--- config.mk ---
export PLATFORM = sky130hd
export DESIGN_NAME = sdpram_rmw_counter
export DESIGN_NICKNAME = d
export VERILOG_FILES = /design/src/rtl/rmw_cnt_pkg.sv /design/src/rtl/rmw_fwd_hist.sv /design/src/rtl/sdpram_rmw_counter.sv
export SDC_FILE = /design/constraint.sdc
export NUM_CORES = 1
export LEC_CHECK = 0
export ABC_AREA = 1
export CORE_MARGIN = 4
export CORE_UTILIZATION = 55
export CTS_BUF_LIST = sky130_fd_sc_hd__clkbuf_8 sky130_fd_sc_hd__clkbuf_16
export DETAILED_ROUTE_END_ITERATION = 7
export GPL_TIMING_DRIVEN = 0
export PLACE_DENSITY = 0.91
export SLEW_MARGIN = 20
export SYNTH_ARGS = -nofsm -noshare
export SYNTH_HDL_FRONTEND = slang
export SYNTH_SLANG_ARGS = --single-unit
--- constraint.sdc ---
create_clock -name clk -period 6.6 [get_ports clk]
set_input_delay 0.99 -clock clk [delete_from_list [all_inputs] [get_ports clk]]
set_output_delay 0.99 -clock clk [all_outputs]
set_load 0.005 [all_outputs]
--- src/rtl/rmw_cnt_pkg.sv ---
// rtl/rmw_cnt_pkg.sv - shared types and saturating adder for the RMW counter table
package rmw_cnt_pkg;

    localparam int RMW_CNT_W  = 72;
    localparam int RMW_DEPTH  = 128;
    localparam int RMW_ADDR_W = $clog2(RMW_DEPTH);
    localparam int RMW_INC_W  = 16;

    typedef struct packed {
        logic                  valid;
        logic                  is_q;
        logic [RMW_ADDR_W-1:0] addr;
        logic [RMW_INC_W-1:0]  inc;
    } slot_t;

    typedef struct packed {
        logic                  valid;
        logic [RMW_ADDR_W-1:0] addr;
        logic [RMW_CNT_W-1:0]  data;
    } hist_t;

    function automatic logic [RMW_CNT_W-1:0] sat_add(
        input logic [RMW_CNT_W-1:0] base,
        input logic [RMW_INC_W-1:0] inc,
        input logic                 saturate
    );
        logic [RMW_CNT_W:0]   sum;
        logic [RMW_CNT_W-1:0] res;
        sum = {1'b0, base} + {{(RMW_CNT_W + 1 - RMW_INC_W){1'b0}}, inc};
        res = sum[RMW_CNT_W-1:0];
        if (saturate && sum[RMW_CNT_W]) begin
            res = '1;
        end
        return res;
    endfunction

endpackage

--- src/rtl/rmw_fwd_hist.sv ---
// rtl/rmw_fwd_hist.sv - recent-write history with newest-first address match
module rmw_fwd_hist
    import rmw_cnt_pkg::*;
#(
    parameter int CNT_W  = RMW_CNT_W,
    parameter int ADDR_W = RMW_ADDR_W,
    parameter int HIST_D = 3
) (
    input  logic              clk,
    input  logic              rst,
    input  logic              push_valid,
    input  logic [ADDR_W-1:0] push_addr,
    input  logic [CNT_W-1:0]  push_data,
    input  logic [ADDR_W-1:0] lookup_addr,
    output logic              hit,
    output logic [CNT_W-1:0]  hit_data
);

    hist_t hist [HIST_D];

    always_ff @(posedge clk) begin
        if (rst) begin
            for (int i = 0; i < HIST_D; i++) begin
                hist[i] <= '0;
            end
        end else begin
            hist[0].valid <= push_valid;
            hist[0].addr  <= push_addr;
            hist[0].data  <= push_data;
            for (int i = 1; i < HIST_D; i++) begin
                hist[i] <= hist[i-1];
            end
        end
    end

    // Scan oldest to newest so the most recent matching write overrides older ones.
    always_comb begin
        hit      = 1'b0;
        hit_data = '0;
        for (int i = HIST_D - 1; i >= 0; i--) begin
            if (hist[i].valid && (hist[i].addr == lookup_addr)) begin
                hit      = 1'b1;
                hit_data = hist[i].data;
            end
        end
    end

endmodule

--- src/rtl/sdpram_rmw_counter.sv ---
// rtl/sdpram_rmw_counter.sv - full-throughput read-modify-write counter table over an SDPRAM
module sdpram_rmw_counter
    import rmw_cnt_pkg::*;
#(
    parameter int CNT_W    = RMW_CNT_W,
    parameter int DEPTH    = RMW_DEPTH,
    parameter int ADDR_W   = $clog2(DEPTH),
    parameter int INC_W    = RMW_INC_W,
    parameter int RD_LAT   = 2,
    parameter bit SATURATE = 1'b1
) (
    input  logic              clk,
    input  logic              rst,
    input  logic              initial_done,
    input  logic              inc_valid,
    output logic              inc_ready,
    input  logic [ADDR_W-1:0] inc_addr,
    input  logic [INC_W-1:0]  inc_val,
    input  logic              q_valid,
    input  logic [ADDR_W-1:0] q_addr,
    output logic              q_rsp_valid,
    output logic [CNT_W-1:0]  q_rsp_data,
    output logic [ADDR_W-1:0] ram_addrb,
    input  logic [CNT_W-1:0]  ram_doutb,
    output logic              ram_wea,
    output logic [ADDR_W-1:0] ram_addra,
    output logic [CNT_W-1:0]  ram_dina
);

    logic             inc_in_range;
    logic             q_issue;
    slot_t            slot_in;
    slot_t            pipe [RD_LAT];
    slot_t            comp;
    logic             wr_valid;
    logic             fwd_hit;
    logic [CNT_W-1:0] fwd_data;
    logic [CNT_W-1:0] base;
    logic [CNT_W-1:0] sum;

    if (DEPTH == (1 << ADDR_W)) begin : g_full_range
        assign inc_in_range = 1'b1;
    end else begin : g_part_range
        assign inc_in_range = (inc_addr < ADDR_W'(DEPTH));
    end

    assign inc_ready = initial_done & ~q_valid;
    assign q_issue   = q_valid & initial_done;

    always_comb begin
        slot_in = '0;
        if (q_issue) begin
            slot_in.valid = 1'b1;
            slot_in.is_q  = 1'b1;
            slot_in.addr  = q_addr;
        end else begin
            slot_in.valid = inc_valid & inc_ready & inc_in_range;
            slot_in.addr  = inc_addr;
            slot_in.inc   = inc_val;
        end
    end

    assign ram_addrb = rst ? '0 : slot_in.addr;

    // Slot record travels alongside the RAM read so it lines up with ram_doutb.
    always_ff @(posedge clk) begin
        if (rst) begin
            for (int i = 0; i < RD_LAT; i++) begin
                pipe[i] <= '0;
            end
        end else begin
            pipe[0] <= slot_in;
            for (int i = 1; i < RD_LAT; i++) begin
                pipe[i] <= pipe[i-1];
            end
        end
    end

    assign comp     = pipe[RD_LAT-1];
    assign wr_valid = comp.valid & ~comp.is_q;

    // RD_LAT completions race the RAM read, plus one for the registered write stage.
    rmw_fwd_hist #(
        .CNT_W  (CNT_W),
        .ADDR_W (ADDR_W),
        .HIST_D (RD_LAT + 1)
    ) u_hist (
        .clk         (clk),
        .rst         (rst),
        .push_valid  (wr_valid),
        .push_addr   (comp.addr),
        .push_data   (sum),
        .lookup_addr (comp.addr),
        .hit         (fwd_hit),
        .hit_data    (fwd_data)
    );

    assign base = fwd_hit ? fwd_data : ram_doutb;
    assign sum  = sat_add(base, comp.inc, SATURATE);

    always_ff @(posedge clk) begin
        if (rst) begin
            ram_wea     <= 1'b0;
            ram_addra   <= '0;
            ram_dina    <= '0;
            q_rsp_valid <= 1'b0;
            q_rsp_data  <= '0;
        end else begin
            ram_wea     <= wr_valid;
            q_rsp_valid <= comp.valid & comp.is_q;
            if (wr_valid) begin
                ram_addra <= comp.addr;
                ram_dina  <= sum;
            end
            if (comp.valid && comp.is_q) begin
                q_rsp_data <= base;
            end
        end
    end

endmodule

# After elaboration in Yosys (flattened, before gate mapping)

Memories as Yosys holds them, arrays and structs flattened.
Cells that the tools add are included.

Flip-flop bits (word level): 153
RAM bits: 290
Bits of input ports: 107
Output and inout port bits: 161
Word-level logic and storage cells: 52
Memories: 2

$add $sub $neg: 1
Equality and inequality tests: 3
Muxes and demuxes: 23
Bitwise gates (word level): 14
Reduce and logical (&&, ||, !) cells: 4

Memory list:

| memory      | words | width | read ports | clocked after Yosys merged registers in | wr ports | line                     | source |
|---|---|---|---|---|---|---|---|
| u_hist.hist | 3     | 80    | 3          | 0                                       | 3        | rmw_fwd_hist.sv:19       | `hist_t hist [HIST_D];` |
| pipe        | 2     | 25    | 2          | 0                                       | 2        | sdpram_rmw_counter.sv:33 | `slot_t pipe [RD_LAT];` |

Operators with widths:

| operator          | count |
|---|---|
| $mux 72           | 6 |
| $mux 80           | 2 |
| $add 72x16->73    | 1 |
| $mux 25           | 2 |
| $eq 7x7->1        | 3 |
| $mux 7            | 3 |
| $mux 16           | 1 |
| $mux 1            | 9 |
| $or 1x1->1        | 7 |
| $and 1x1->1       | 5 |
| $logic_and 1x1->1 | 4 |
| $not 1->1         | 2 |

# Logic depth before layout (Yosys ltp)

Gate-level depths: netlist of run 1.
An unclocked memory read counts as a cell.

Depth in word-level cells: 10
Depth in mapped cells: 33

# Hierarchy

From an unflattened synthesis of run 1, not the netlist that was laid out.

Cell total of the unflattened synthesis: 3378
Area, all modules: 21541.9 um^2

Modules (own cells, without submodules):

| module             | instances | cells each | area each (um^2) | sequential area each (um^2) |
|---|---|---|---|---|
| sdpram_rmw_counter | 1         | 1927       | 11695.0          | 4063.9 |
| rmw_fwd_hist       | 1         | 1451       | 9846.9           | 4804.6 |

# Worst setup path after synthesis of run 1

Ideal clock, no wire load.

Kind: reg2reg
Start point: memory pipe[0][43] (netlist bit)
End point: register ram_dina[38]
Setup time: 0.109 ns
Arrival: 4.472 ns
Slack: 2.019 ns
Stages on the path, launching flop included: 31
Buffers on the path: 4
Clock period less this slack: 4.581 ns
Cell sequence: dfxtp_1 inv_2 nand2_1 nand2_1 nor2_2 nand2_2 nor2_8 buf_6 buf_6 buf_2 buf_1 nand2_1 a31oi_1 ha_1 inv_1 fa_1 o211ai_1 nand3_1 nand2_1 nand2_1 nand2_1 a21oi_1 nor3_1 nand3_1 nor2_1 nand2_1 xor2_1 nor2_2 nand2_1 nand2_1 inv_1

RTL lines:

| element              | line                      | source |
|---|---|---|
| start, declared      | sdpram_rmw_counter.sv:33  |  |
| end signal, assigned | sdpram_rmw_counter.sv:113 | `ram_dina <= sum;` |
| end, declared        | sdpram_rmw_counter.sv:27  | `output logic [CNT_W-1:0] ram_dina` |

==> results of run 1 <==
-- flip-flops by register name, summed over array words and instances, names as in the netlist --
register     count
q_rsp_valid      1
u_hist.hist    240
q_rsp_data      72
ram_dina        72
pipe            50
ram_addra        7
-- cell usage after synthesis (all sizes together) --
cell type and n:
a21boi 2, a21o 3, a21oi 136, a221oi 2, a22oi 6, a31oi 7
and2 2, buf 57, clkbuf 73, clkinv 4, dfxtp 442, fa 1
ha 16, inv 433, nand2 559, nand2b 1, nand3 192, nand3b 8
nand4 25, nor2 601, nor2b 5, nor3 12, o211ai 43, o21a 1
o21ai 135, o21bai 3, o22ai 14, o31ai 1, or2 6, xnor2 10
xor2 35
-- critical path: cells and delay by family (launching register included) --
| family | cells | cell delay, ps |
|---|---|---|
| simple gates | 17 | 3110 |
| compound gates | 4 | 950 |
| buf+inv | 5 | 940 |
| fa+ha+maj | 2 | 640 |
| flops | 1 | 380 |
| xor+xnor | 1 | 160 |
-- logic make-up after synthesis --
logic type,count (synthesis)
compound gates,353
xor+xnor,45
fa+ha+maj,17
buf+inv,567
flops,442
simple gates,1411
-- per-stage QoR --
stage | setup slack [ps] | area [um2] | util, % | std cells | total power [mW]
floorplan | 2020 | 19800 | - | 2835 | 3.25
global placement | 59.0 | 23000 | 64.7 | 3562 | 3.56
detailed placement | 1.37 | 23000 | 64.7 | 3562 | 3.58
CTS | 187 | 24500 | 68.8 | 3637 | 6.05
global route | 68.4 | 24500 | 68.8 | 3634 | 6.25
finish | 303 | 24500 | 68.8 | 3634 | 6.10
-- repair_timing --
item / CTS / global route
gates cloned: 0 / 0
setup endpoints to repair: 6 / 21
resized for setup: 1 / 1
-- final cells by class --
cell class,instances,area (um2)
plain buffers,125,656
clock buffers,60,1340
clock inverters,17,115
fillers,2836,11100
inverters,437,1640
multi-input cells,1826,8640
flip-flops and latches,442,8850
well taps,461,577
repair buffers,266,2660
-- per-layer routing --
metal  wire, um  global-route usage [%]  vias to the layer above
li1           -                       -                     9375
met1      33600                    56.9                     9552
met2      35500                    62.4                     1416
met3       9490                    8.30                      211
met4       3170                    14.6                        6
met5         39                       0                        -
-- power breakdown --
| part | switching (mW) | internal [mW] |
|---|---|---|
| Clock | 1.08 | 1.46 |
| Sequential | 0.0633 | 2.78 |
| Combinational | 0.466 | 0.250 |
| Total | 1.61 | 4.49 |
-- cell usage in the layout, fill, tap and decap left out, types with 17 or more instances in the layout --
cell,Yosys,layout
a21oi_1,136,136
buf_2,27,26
buf_6,17,17
clkbuf_1,73,70
clkbuf_16,0,46
clkdlybuf4s50_1,0,266
dfxtp_1,442,442
inv_1,396,406
inv_2,37,37
nand2_1,550,550
nand3_1,169,169
nand3_2,22,22
nand4_1,25,25
nor2_1,562,562
nor2_2,30,30
o211ai_1,31,31
o21ai_0,134,134
xor2_1,35,35
-- how the worst min path moves through the flow --
stage,endpoint,slack (ps),cells past startpoint
2_1_floorplan,pipe[0][25]$_SDFF_PP0_,390,2
3_3_place_gp,pipe[0][36]$_SDFF_PP0_,390,2
3_5_place_dp,pipe[0][27]$_SDFF_PP0_,390,2
4_1_cts,pipe[0][27]$_SDFF_PP0_,400,2
5_1_grt,pipe[0][37]$_SDFF_PP0_,420,2
6_report,pipe[0][27]$_SDFF_PP0_,400,2
==> impl_results.md, run 1 <==
- Synth cell types: 48
- Power Dens Cells: 249 mW/mm2
- Setup slack, reg-to-reg: 300 ps
- Largest cells by area after synthesis: dfxtp_1, nor2_1, nand2_1
- Syn Area/Cell: about 7 um2
- Outcome: finished, final reports clean
- DR pass1 iterations: 8
- GRT overflow: 0
- Die width: approximately 200 um
- Die height: 198 um
- CTS tree: done
- Syn nets: 2959
- I/O pin cnt: 268
- Crit Reg-Reg Endpoint: ram_dina[50]$_SDFFE_PP0P_
- Fmax: 159 MHz
- DPL Wire Length: 63400 um
- Area Growth Syn to Fin: 23.7%
- CTS max path bufs: 3
- Fraction of layout cells with a size suffix above 1: 7.72%
- Synth Area in XOR/XNOR: around 2%
- Startpoint Class: flip-flop
- Initial Util: 55.6%
- Worst vdd ir: ~260 uV
- Synth warnings: 0
- GRT Total Usage: between 40 and 50%
- Via count: 20600
- Crit Path Class: flip-flop to flip-flop
- Reg2reg start: pipe[0][47]$_SDFF_PP0_
- CTS root buffer: clkbuf_16
- # diodes: 0
- CTS Hold Bufs: 0
- Worst setup startpoint: pipe[0][47]$_SDFF_PP0_
- CP Capture Type: flip-flop
- FF-to-FF path depth: 29
- Worst slew margin: a little under two fifths
- Synth Area in Simple Gates: 30.3%
- Seq/Total Area, Yosys: roughly 45%
- Total negative slack: 0 ps
- Max-Cap Viols: 0
- Final Skew: 18.9 ps
- Clock Sinks: about 440
- RSZ-0062 raised after global routing: no
- Synth Instances: 2835
- Critical path endpoint: ram_dina[50]$_SDFFE_PP0P_
- Post-Route WL: 81800 um
- Pleak: 11.0 nW
- 1st-iter DRT viols: approximately 2600
- Fin Hold WS: roughly 400 ps
- Vias per Instance: approximately 5.7
- Hold Violations, Final: 0
- DR DRC count: 0
- CP Max Fanout: 19
- Post-CTS setup buffers: 0
- Largest family of logic cells by synthesized area: simple AND/OR/NAND/NOR gates
- Mapped cell area: 0.0198 mm2
- Yosys reg bits: roughly 440
- Reg clk slew, reported paths: roughly 60 ps
- H-tree levels: 2
- Worst Tran Pin Value: 946 ps
- Pin count of the biggest net entering global routing: 20
- CORE AREA: around 0.036 mm2
- Area leader, netlist: dfxtp_1
- Worst-Skew Late Latency: about 600 ps
- Post-synthesis adder-cell area fraction: 1.11%
- Setup-failing EPs final: 0
- Hold Crit Class: flip-flop to flip-flop
- Compound-gate portion of the synthesized area: 10.1%
- Top cell type's share of synthesized area: ~45%
- Worst Path Required: 7080 ps
- Routability cong.: approximately 1.0
- Row cnt: 69
- Vias in the first global route: 19600
- DR WL/cell: 22.5 um
- IO Port Bufs: 266
- CP arrival: 6780 ps
- Antenna violations before repair: 4
- Hold path start: pipe[0][2]$_SDFF_PP0_
- Final period utilization: 95.4%
- First-pass GRT wire length: 119000 um
- Final antenna-violating net count: 0
- Max-slew violation count: 0
- Number of CTS-inserted buffers: 44
- Slowest cell on crit path: fa_1
- Cell mode on critical path: nand2_1
- Mux cell area share after synthesis: 0%
- Max incr delay on CP: slightly above 400 ps
- Die Area: 0.0391 mm2
- Final layout net count: 3266
- Fin crit period: 6300 ps
(Power assumes the default switching activity.)
==> run 2, diff against run 1 <==
--- a/config.mk
+++ b/config.mk
@@ -12,6 +12,7 @@
 export DETAILED_ROUTE_END_ITERATION = 7
 export GPL_TIMING_DRIVEN = 0
 export PLACE_DENSITY = 0.91
+export SKIP_CTS_REPAIR_TIMING = 1
 export SLEW_MARGIN = 20
 export SYNTH_ARGS = -nofsm -noshare
 export SYNTH_HDL_FRONTEND = slang
==> run 2 against run 1 <==
Compared with the run above: cell area hardly changed; global-route usage rose by 0.058 points; wire length is essentially flat; count of clock-buffer cells in the layout stayed put; clock power about the same; power hardly changed; first-iteration DRC count increased by 6.0%; flip-flop and latch count stayed put; sequential power is essentially flat; worst hold slack about the same; clock skew is 3.3 ps lower; worst setup slack improved by 54 ps; critical endpoint unchanged.
==> impl_results.md, run 2 (synthesis gave the netlist of run 1 again) <==
- Die width: 198 um (unchanged)
- Comb power frac: 11.8% (was 11.7%)
- Clock Sinks: 442 (unchanged)
- Area Growth Syn to Fin: 23.7% (about the same)
- Crit Path Class: flip-flop to flip-flop (unchanged)
- Final cell count without fillers: 3635 (was 3634)
- First-pass GRT wire length: 119000 um (about the same)
- Worst Path Required: 7080 ps (about the same)
- Max-slew violation count: 0 (unchanged)
- Outcome: finished, final reports clean (unchanged)
- Worst Tran Pin Value: 975 ps (was 946 ps)
- Pleak: 11.0 nW (about the same)
- Final Skew: 15.6 ps (was 18.9 ps)
- GRT overflow: 0 (unchanged)
- DPL Wire Length: 63400 um (unchanged)
- Clk pwr share: 41.5% (was 41.6%)
- CP Capture Type: flip-flop (unchanged)
- Post-Route WL: 81800 um (about the same)
- Hold Crit Class: flip-flop to flip-flop (unchanged)
- DR pass1 iterations: 6 (was 8)
- Final Instance Area: 0.0245 mm2 (about the same)
- Routability cong.: 1.03 (unchanged)
- Final period utilization: 94.6% (was 95.4%)
- Slowest cell on crit path: fa_1 (unchanged)
- Setup ws final: 357 ps (was 303 ps)
- Startpoint Class: flip-flop (unchanged)
- Fraction of layout cells with a size suffix above 1: 7.75% (was 7.72%)
- Hold Violations, Final: 0 (unchanged)
- CP Max Fanout: 19 (unchanged)
- # fillers: 2835 (was 2836)
- Die Area: 0.0391 mm2 (unchanged)
- Number of CTS-inserted buffers: 44 (unchanged)
- Psw: 1.61 mW (about the same)
- Multi-input gate area: 0.00864 mm2 (unchanged)
- CTS tree: done (unchanged)
- RSZ-0062 raised after global routing: no (unchanged)
- Worst vdd ir: 257 uV (was 258 uV)
- Largest regs: u_hist.hist x240, q_rsp_data x72, ram_dina x72 (unchanged)
- Via count: 20500 (was 20600)
- Antenna violations before repair: 4 (unchanged)
- Initial Util: 55.6% (unchanged)
- Worst slew margin: 35.0% (was 37.0%)
- Max-Cap Viols: 0 (unchanged)
- Worst-Skew Late Latency: 590 ps (about the same)
- Reg area: 0.00885 mm2 (unchanged)
- Commonest cells after routing, fill and taps aside: nor2_1, nand2_1, dfxtp_1 (unchanged)
- Sw frac: 26.3% (was 26.4%)
- Fin crit period: 6240 ps (was 6300 ps)
- Pre-CTS setup slack: 1.37 ps (unchanged)
- Cell mode on critical path: nand2_1 (unchanged)
- Final antenna-violating net count: 0 (unchanged)
- # diodes: 0 (unchanged)
- Die height: 198 um (unchanged)
- Vias in the first global route: 19600 (about the same)
- Row cnt: 69 (unchanged)
- Reg clk slew, reported paths: 60 ps (about the same)
- Sequential share of power: 46.7% (about the same)
- DP Cell Count: 3562 (unchanged)
- CTS root buffer: clkbuf_16 (unchanged)
- 1st-iter DRT viols: 2724 (was 2569)
- Setup-failing EPs final: 0 (unchanged)
- Fmax: 160 MHz (was 159 MHz)
- CORE AREA: 0.0356 mm2 (unchanged)
- Max reg flops: 240 (unchanged)
- Vias per Instance: 5.65 (was 5.66)
- Power Dens Cells: 249 mW/mm2 (about the same)
- GRT Total Usage: 40.6% (was 40.5%)
- CP arrival: 6730 ps (was 6780 ps)
- Placed cell areas: 0.0230 mm2 (unchanged)
- CTS max path bufs: 3 (unchanged)
- I/O pin cnt: 268 (unchanged)
- Max incr delay on CP: 410 ps (about the same)
- Total negative slack: 0 ps (unchanged)
- Most common cell after layout, fill and taps aside: nor2_1 (unchanged)
- IO Port Bufs: 266 (unchanged)
- H-tree levels: 2 (unchanged)
- Final layout net count: 3267 (was 3266)
- DR DRC count: 0 (unchanged)
- Biggest register: u_hist.hist (unchanged)
- Pin count of the biggest net entering global routing: 15 (was 20)
- Int Power: 4.49 mW (about the same)
- DR WL/cell: 22.5 um (about the same)
run 2: cell types whose count changed in the layout (fill, tap and decap cells not counted), sizes merged:
cell / previous run / this run
clkbuf: 130 / 131
run 2: power by group through the flow:
stage | sequential (mW) | combinational (mW) | clock, mW
after floorplan | 2.88 | 0.370 | 0
after global placement | 2.89 | 0.671 | 0
after detailed placement | 2.90 | 0.682 | 0
after CTS | 2.84 | 0.690 | 2.52
after global routing | 2.85 | 0.763 | 2.63
final | 2.85 | 0.716 | 2.53
run 2: final timing paths:
kind | slack (ps) | end | from | cells after the start
setup / recovery | 360 | ram_dina[50]$_SDFFE_PP0P_ | pipe[0][47]$_SDFF_PP0_ | 29
hold / removal | 400 | pipe[0][27]$_SDFF_PP0_ | pipe[0][2]$_SDFF_PP0_ | 2
setup reg to reg | 360 | ram_dina[50]$_SDFFE_PP0P_ | pipe[0][47]$_SDFF_PP0_ | 29
hold reg to reg | 400 | pipe[0][27]$_SDFF_PP0_ | pipe[0][2]$_SDFF_PP0_ | 2
run 2: per-layer routing:
metal	vias to the layer above	wire length [um]	GRT usage, %
met1	9573	33300	56.9
met4	6	3190	14.6
met5	-	39	0
met2	1383	35500	62.4
li1	9368	-	-
met3	210	9770	8.58
run 2: final cells by class:
cell class	instances	share of cell area (%)
Inverter	437	6.70
Clock inverter	17	0.470
Multi-Input combinational cell	1826	35.3
Tap cell	461	2.36
Clock buffer	60	5.49
Timing Repair Buffer	266	10.9
Buffer	126	2.70
Sequential cell	442	36.1
run 2: stage by stage:
| step | utilization [%] | hold slack (ps) | total power, mW |
|---|---|---|---|
| 6_report | 68.8 | 402 | 6.09 |
| 4_1_cts | 68.8 | 402 | 6.05 |
| 5_1_grt | 68.8 | 424 | 6.25 |
| 3_5_place_dp | 64.7 | 393 | 3.58 |
| 3_3_place_gp | 64.7 | 395 | 3.56 |
| 2_1_floorplan | - | 388 | 3.25 |
run 2: worst max-delay path: cells and delay by family, from the launching register on:
kind / cells / cell delay, ps
AO/OA/AOI/OAI: 4 / 960
XOR/XNOR: 1 / 150
adder cells (fa/ha/maj): 2 / 640
buffers and inverters: 5 / 940
flip-flops: 1 / 380
AND/OR/NAND/NOR: 17 / 3040
